$ cat src/rtl/sumador_serial.sv
// -----------------------------------------------------------------------------
// sumador_serial
//
// Serial two's-complement adder/subtractor. An accepted operation is split into
// bus_size/chunk_size chunks. One chunk is added per clock, starting at the LSB
// chunk, with a ripple carry register between chunks. The finished result and
// its flags are held until the consumer takes them.
//
// Optional feature: define SUMADOR_SAT_EN to saturate s on signed overflow.
// Saturation gives 0111..1 for a non-negative latched a and 1000..0 otherwise.
// Without the macro, s is the wrapped modulo-2^bus_size result.
//
// Handshakes: both ports are valid/ready. A transfer happens on a rising edge
// where valid && ready. A producer holds valid and its payload until that edge.
// Input side: in_valid/in_ready with payload a, b, sub. in_ready is high only
// in IDLE. Output side: out_valid/out_ready with payload s and the flags.
// out_valid is high only in DONE, and the payload is stable while it is high.
//
// Ports:
//   clk, rst           clock, synchronous active-high reset
//   in_valid, in_ready operation handshake
//   a, b, sub          operands (two's complement), 0 = a+b, 1 = a-b
//   out_valid, out_ready result handshake
//   s                  result
//   carry              unsigned carry-out (for subtraction 1 = no borrow)
//   overflow           signed overflow
//   zero, negative     s == 0, s[bus_size-1] (taken after any saturation)
//   busy               high in RUN or DONE
//   state_dbg          current FSM state (0 = IDLE, 1 = RUN, 2 = DONE)
// -----------------------------------------------------------------------------
module sumador_serial #(
    parameter int bus_size   = 8,
    parameter int chunk_size = 2
) (
    input  logic                clk,
    input  logic                rst,
    input  logic                in_valid,
    output logic                in_ready,
    input  logic [bus_size-1:0] a,
    input  logic [bus_size-1:0] b,
    input  logic                sub,
    output logic                out_valid,
    input  logic                out_ready,
    output logic [bus_size-1:0] s,
    output logic                carry,
    output logic                overflow,
    output logic                zero,
    output logic                negative,
    output logic                busy,
    output logic [1:0]          state_dbg
);

    localparam int n_chunks = bus_size / chunk_size;
    localparam int cnt_w    = (n_chunks > 1) ? $clog2(n_chunks) : 1;

    typedef enum logic [1:0] {
        st_idle = 2'd0,
        st_run  = 2'd1,
        st_done = 2'd2
    } state_t;

    state_t state;
    state_t state_nxt;

    logic [bus_size-1:0] a_r;       // original a, also needed for saturation sign
    logic [bus_size-1:0] b_r;       // b already inverted for subtraction
    logic                cy_r;      // carry into the current chunk
    logic [cnt_w-1:0]    cnt;
    logic [bus_size-1:0] s_r;
    logic                carry_r;
    logic                ovf_r;
    logic                zero_r;
    logic                neg_r;

    logic                last_chunk;
    int                  idx;
    logic [chunk_size:0] chunk_sum;
    logic [bus_size-1:0] s_full;
    logic [bus_size-1:0] s_fin;
    logic                msb_cin;
    logic                ovf_now;

    assign last_chunk = (cnt == cnt_w'(n_chunks - 1));

    // State register
    always_ff @(posedge clk) begin
        if (rst) begin
            state <= st_idle;
        end else begin
            state <= state_nxt;
        end
    end

    // Next-state logic
    always_comb begin
        state_nxt = state;
        case (state)
            st_idle: if (in_valid)   state_nxt = st_run;
            st_run:  if (last_chunk) state_nxt = st_done;
            st_done: if (out_ready)  state_nxt = st_idle;
            default:                 state_nxt = st_idle;
        endcase
    end

    // State-decoded outputs
    always_comb begin
        in_ready  = (state == st_idle);
        busy      = (state != st_idle);
        out_valid = (state == st_done);
        state_dbg = state;
    end

    // One chunk of the ripple addition plus the flag terms for the last chunk
    always_comb begin
        idx       = int'(cnt) * chunk_size;
        chunk_sum = {1'b0, a_r[idx +: chunk_size]} + {1'b0, b_r[idx +: chunk_size]}
                  + {{chunk_size{1'b0}}, cy_r};
        s_full    = s_r;
        s_full[idx +: chunk_size] = chunk_sum[chunk_size-1:0];
        // The sum bit equals a^b^cin, so the MSB carry-in is recovered from it.
        msb_cin   = a_r[bus_size-1] ^ b_r[bus_size-1] ^ s_full[bus_size-1];
        ovf_now   = msb_cin ^ chunk_sum[chunk_size];
        s_fin     = s_full;
`ifdef SUMADOR_SAT_EN
        if (ovf_now) begin
            s_fin = a_r[bus_size-1] ? {1'b1, {(bus_size-1){1'b0}}}
                                    : {1'b0, {(bus_size-1){1'b1}}};
        end
`endif
    end

    // Datapath registers
    always_ff @(posedge clk) begin
        if (rst) begin
            a_r     <= '0;
            b_r     <= '0;
            cy_r    <= 1'b0;
            cnt     <= '0;
            s_r     <= '0;
            carry_r <= 1'b0;
            ovf_r   <= 1'b0;
            zero_r  <= 1'b0;
            neg_r   <= 1'b0;
        end else begin
            case (state)
                st_idle: begin
                    if (in_valid) begin
                        a_r  <= a;
                        b_r  <= b ^ {bus_size{sub}};
                        cy_r <= sub;    // +1 completes the two's-complement negate
                        cnt  <= '0;
                    end
                end
                st_run: begin
                    s_r  <= s_full;
                    cy_r <= chunk_sum[chunk_size];
                    cnt  <= cnt + cnt_w'(1);
                    if (last_chunk) begin
                        s_r     <= s_fin;
                        carry_r <= chunk_sum[chunk_size];
                        ovf_r   <= ovf_now;
                        zero_r  <= (s_fin == '0);
                        neg_r   <= s_fin[bus_size-1];
                    end
                end
                default: ;
            endcase
        end
    end

    assign s        = s_r;
    assign carry    = carry_r;
    assign overflow = ovf_r;
    assign zero     = zero_r;
    assign negative = neg_r;

endmodule
$ cat config.mk
export PLATFORM = sky130hd
export DESIGN_NAME = sumador_serial
export DESIGN_NICKNAME = d
export VERILOG_FILES = /design/src/rtl/sumador_serial.sv
export SDC_FILE = /design/constraint.sdc
export NUM_CORES = 1
export LEC_CHECK = 0
export ABC_AREA = 1
export ABC_CLOCK_PERIOD_IN_PS = 6450
export BUFFER_PORTS_ARGS = -buffer_cell sky130_fd_sc_hd__buf_4
export CORE_UTILIZATION = 40
export DETAILED_ROUTE_END_ITERATION = 10
export GPL_ROUTABILITY_DRIVEN = 0
export PLACE_DENSITY = 0.72
export SLEW_MARGIN = 10
export SYNTH_ARGS = -nofsm -noshare
export SYNTH_HDL_FRONTEND = slang
export SYNTH_SLANG_ARGS = --single-unit
$ cat constraint.sdc
create_clock -name clk -period 6.45 [get_ports clk]
set_clock_uncertainty 0.1 [all_clocks]
set_input_delay 0.3225 -clock clk [delete_from_list [all_inputs] [get_ports clk]]
set_output_delay 0.3225 -clock clk [all_outputs]
set_load 0.01 [all_outputs]
==> Word-level counts from Yosys, hierarchy flattened <==
Index checks and enable logic that the tools add are counted.
{ "classes": {"n_addsub": 4, "n_eq_ne": 6, "shifts": 4, "muxes": 9, "bitwise_logic": 4, "reduce_logical": 8} }
{ "op_table": {"columns": ["operator", "count"], "rows": [
  ["$neg 3->33", 1],
  ["$shift 2x33->8 const A", 1],
  ["$shiftx 2x33->8", 1],
  ["$shiftx 8x4->2", 2],
  ["$bwmux 8", 1],
  ["$logic_not 8->1", 1],
  ["$mux 2", 4],
  ["$xor 8x8->8", 1],
  ["$pmux 2 s3", 1],
  ["$reduce_and 2->1", 3],
  ["$eq 2x2->1 const B", 2],
  ["$ne 2x2->1 const B", 2],
  ["$pmux 2 s2", 1],
  ["$reduce_bool 2->1", 2],
  ["$add 2x2->3", 1],
  ["$add 3x1->3", 1],
  ["$reduce_and 3->1", 1],
  ["$xor 1x1->1", 3],
  ["$add 2x1->2 const B", 1],
  ["$eq 2x1->1 const B", 1],
  ["$logic_not 2->1", 1],
  ["$ne 2x1->1 const B", 1],
  ["$pmux 1 s2", 1],
  ["$mux 1", 1]
]} }
{ "word_totals": {"register_bits": 33, "input_bits": 21, "output_inout_bits": 17, "elab_cells": 45} }

==> Depth between registers and ports, before layout <==
{ "depth": {"ltp_word": 7, "mapped_depth": 15, "mapped_depth_nobuf": 14} }

==> Least setup slack after synthesis <==
No wires, ideal clock.
{ "synth_path": {"kind": "reg2reg", "start": "reg cnt[0]", "end": "reg neg_r (netlist: negative)", "setup_ns": 0.056, "arrival_ns": 2.428, "t_required_ns": 6.294, "setup_slack_ns": 3.866, "stages_incl_launch_ff": 14, "path_buffers": 1, "synth_period_minus_slack_ns": 2.584, "cell_sequence": "dfxtp_1 > inv_1 > clkbuf_1 > o21ai_0 > o22ai_1 > fa_1 > inv_1 > fa_1 > inv_1 > nand3_1 > o21ai_2 > nor2_2 > or2_1 > inv_1"} }
{ "synth_between": {"elab_chain_len": 5, "elab_cells_between_ends": 10, "classes_between": "3 x add/sub; 1 x eq/ne; 4 x shift; 1 x mux; 1 x reduce/logical"} }
{ "synth_lines": {"columns": ["element", "line", "text"], "rows": [
  ["from (decl)", "68", "logic [cnt_w-1:0] cnt;"],
  ["from (signal assigned)", "157", "cnt <= cnt + cnt_w'(1);"],
  ["$shiftx 8x4->2", "116", "chunk_sum = {1'b0, a_r[idx +: chunk_size]} + {1'b0, b_r[idx +: chunk_size]}"],
  ["$add 2x2->3", "116", null],
  ["$add 3x1->3", "117", "+ {{chunk_size{1'b0}}, cy_r};"],
  ["$shiftx 2x33->8", "119", "s_full[idx +: chunk_size] = chunk_sum[chunk_size-1:0];"],
  ["$bwmux 8", "119", null],
  ["to (signal assigned)", "163", "neg_r <= s_fin[bus_size-1];"],
  ["to (decl)", "73", "logic neg_r;"]
]} }
Parallel ways exist; a longest one is shown, timed or not.
A chain may end at the register's enable or synchronous reset.

==> Worst setup path in the final report <==
{ "layout_path": {"start": "reg cnt[0]", "end": "reg ovf_r (netlist: overflow)"} }
{ "layout_between": {"elab_chain_len": 7, "elab_cells_between_ends": 12, "classes_between": "3 x add/sub; 1 x eq/ne; 4 x shift; 1 x mux; 2 x bitwise; 1 x reduce/logical"} }
{ "layout_lines": {"columns": ["element", "line", "text"], "rows": [
  ["$shiftx 8x4->2", "116", null],
  ["$add 2x2->3", "116", null],
  ["$add 3x1->3", "117", null],
  ["$shiftx 2x33->8", "119", null],
  ["$bwmux 8", "119", null],
  ["$xor 1x1->1", "121", "msb_cin = a_r[bus_size-1] ^ b_r[bus_size-1] ^ s_full[bus_size-1];"],
  ["$xor 1x1->1", "122", "ovf_now = msb_cin ^ chunk_sum[chunk_size];"],
  ["to (signal assigned)", "161", "ovf_r <= ovf_now;"],
  ["to (decl)", "71", "logic ovf_r;"]
]} }
Parallel ways exist; a longest one is shown, timed or not.

==> parameters.txt <==
Parameter                              Value

Worst setup path
  Worst-path cell with the longest stage delay    dfxtp_1
  Worst setup path class    reg -> reg
  Crit path launch type    register
  Slowest cell delay on critical path    0.62 ns
  Type of element capturing the critical path    register
  Data arrival time of the worst path    3.11 ns
  Data required time of the worst path    6.52 ns
  Chain of cells forming the critical path    inv_1 -> o21ai_0 -> o22ai_1 -> fa_1 -> inv_1 -> fa_1 -> inv_1 -> nand3_1 -> o21ai_2 -> xor2_1 -> a21oi_1
  Worst-path fanout max    16
  Crit-path most repeated cell    inv_1

Power
  Overall power consumption    0.521 mW
  Portion of total power attributed to the clock network    0.327
  Net Sw Power    0.154 mW
  Fraction of power consumed by sequential logic    0.444
  Leakage    1.06 nW
  Total power density per cell area    240 mW/mm²
  Combinational cell fraction of total power    0.229
  Switching power as a share of total power    0.295
  Worst vdd ir    0.000130 V
  Internal power    0.367 mW

Run
  Maxcap violations    0

Synthesis
  Synthesized-area fraction occupied by xor and xnor cells    0.0496
  Synthesized flop and latch total    33
  Number of synthesized flops with an enable pin    0
  Number of warnings printed during yosys synthesis    0
  Synthesized instance count    245
  Average cell area after synthesis    7.21 µm²
  Mux share of post-synthesis cell area    0
  Register area share after synthesis    0.374
  Distinct cell type count after synthesis    27
  Synthesized-area fraction occupied by and/or/nand/nor cells    0.218
  Post-Synthesis Cell Area    0.00177 mm²
  Synthesized-area fraction occupied by ao, oa, aoi and oai cells    0.182
  Post-synth top flop    dfxtp_1
  Post-synthesis adder-cell area fraction    0.0652
  Fraction of registers with async set or reset after synthesis    0
  Syn_nets    274
  Combinational family with the most area after synthesis    simple AND/OR/NAND/NOR gates

Clock tree
  Worst-Skew Late Latency    0.29 ns
  Buffers inserted during post-CTS setup optimization    0
  CTS max path bufs    2
  Clock root buffer master    clkbuf_8
  CTS tree    yes
  Number of buffers created by CTS    5
  Hold buffer count at cts    0
  Clock slew seen by the registers of the worst setup and hold paths    0.07 ns
  PostCTS Resize Cnt    0
  Clk sink count    33
  H-tree depth reported by CTS    2

Cells and area
  Top library cells by usage in the layout, fill and taps aside    nor2_1 (46), buf_4 (38), inv_1 (37)
  Nets    310
  Area added between synthesis and finish    22.9%
  Final cell count without fillers    332
  Filler Cell Count    417
  Most common cell after layout, fill and taps aside    nor2_1
  ANT cells    0
  Finished Core Util    0.528
  Share of cells above drive strength 1    0.202

GRT
  Via count of the first global-routing pass    1355
  Pin count of the biggest net entering global routing    23
  All-layer global routing usage    0.170
  First-pass GRT wire length    5870 µm
  GRT overflow    0
  Antenna violations before repair    0

Timing
  Worst path setup slack after routing    3.42 ns
  Highest attainable clock frequency    330 MHz
  Sum of negative setup slack    0 ns
  RSZ-0062 raised after global routing    false
  Number of hold violations in the final report    0
  Least-Margin Pin Slew    0.529 ns
  Final Setup Violations    0
  Crit share post-route    0.470
  Final critical path time including I/O delays and setup    3.03 ns
  Worst slew margin relative to its limit    0.647
  Max-slew violation total from the final report    0

Floorplanning
  Horizontal die dimension    68.5 µm
  Die Outline Area    0.00469 mm²
  Ports placed on the boundary    38
  Starting utilization of the core area    0.429
  Number of cell rows    23
  Height of the die    68.5 µm
  Core outline area    0.00412 mm²

Routing
  Routed wirelength normalized by instance count    10.5 µm
  Post-route DRC    0
  Final WL    3500 µm
  Number of nets still failing antenna checks after routing    0
  DRT Pass-1 Iters    4
  Vias after detailed routing    1572
  Ratio of routed vias to standard cells    4.73
  Violation count after the first detailed-routing iteration    50

Placed design
  Total of buffers placed on input and output ports    37
  Post-Place Worst Slack    3.45 ns
  Detailed Place HPWL    2600 µm
  Placed Cells    324

Hold path
  Worst min path class    in -> reg

Status
  Run status    complete, no violations
[sequential cells by signal, summed over array words and instances, names as in the netlist]
register / cells
carry: 1
overflow: 1
zero: 1
a_r: 8
state_dbg: 2
cnt: 2
s: 8
b_r: 8
cy_r: 1
negative: 1
[path summary, 6_finish.rpt]
path	startpoint	endpoint	slack, ns	cells after the start
setup / recovery	cnt[0]	overflow	3.42	11
hold / removal	a[0]	a_r[0]	0.15	3
setup reg to reg	cnt[0]	overflow	3.42	11
hold reg to reg	b_r[1]	b_r[1]	0.36	2
[Yosys cell counts (2+ instances only)]
cell	count	area, µm²
nor2_1	46	173
o21ai_0	21	105
ha_1	6	75.1
dfxtp_1	33	661
a21oi_1	12	60.1
clkbuf_1	3	11.3
o22ai_1	3	18.8
o211ai_1	7	52.6
nor2_2	2	12.5
xor2_1	4	35.0
fa_1	2	40.0
inv_1	37	139
nand2_1	35	131
xnor2_1	6	52.6
inv_2	2	7.51
nand3_1	5	25.0
a211oi_1	7	52.6
buf_2	5	25.0
[power groups by stage]
stage               clock network [mW]  registers (mW)  logic (mW)
floorplan                            0           0.235      0.0851
global placement                     0           0.235       0.119
detailed placement                   0           0.236       0.120
CTS                              0.174           0.231       0.120
global route                     0.184           0.234       0.136
finish                           0.170           0.231       0.119
[cell type report]
cell class	count	area [µm²]	area share
tap	50	62.6	0.0288
timing repair buffer	38	285	0.131
clock inverter	1	5.00	0.00230
clock buffer	7	96.3	0.0444
inverter	40	153	0.0703
sequential	33	661	0.304
multi-input combinational	163	910	0.419
[cells by family (layout without fill, tap and decap cells)]
kind of cell               Yosys count  count (layout)
buffers and inverters               49              86
and+or+nand+nor                     92              92
adders and majority gates            8               8
AOI/OAI and AO/OA                   53              53
DFF                                 33              33
xor gates and xnor gates            10              10
[worst max-delay path, delay by kind of cell, from the launching register on]
kind / cells / cell delay (ns)
AO/OA/AOI/OAI: 4 / 0.65
AND/OR/NAND/NOR: 1 / 0.11
XOR/XNOR: 1 / 0.17
flip-flops: 1 / 0.62
buffers and inverters: 3 / 0.47
adder cells (fa/ha/maj): 2 / 0.80
[layer usage]
metal	wire, µm	track usage
met1	1700	0.218
met4	62	0.0781
met5	0	0
met3	171	0.0450
met2	1570	0.265
[stage by stage]
step                      hold slack (ns)  area (µm²)
after floorplan                     0.301        1770
after global placement              0.354        2070
after detailed placement            0.361        2070
after CTS                           0.151        2170
after global routing                0.157        2170
final                               0.152        2170
(Power assumes the default switching activity.)
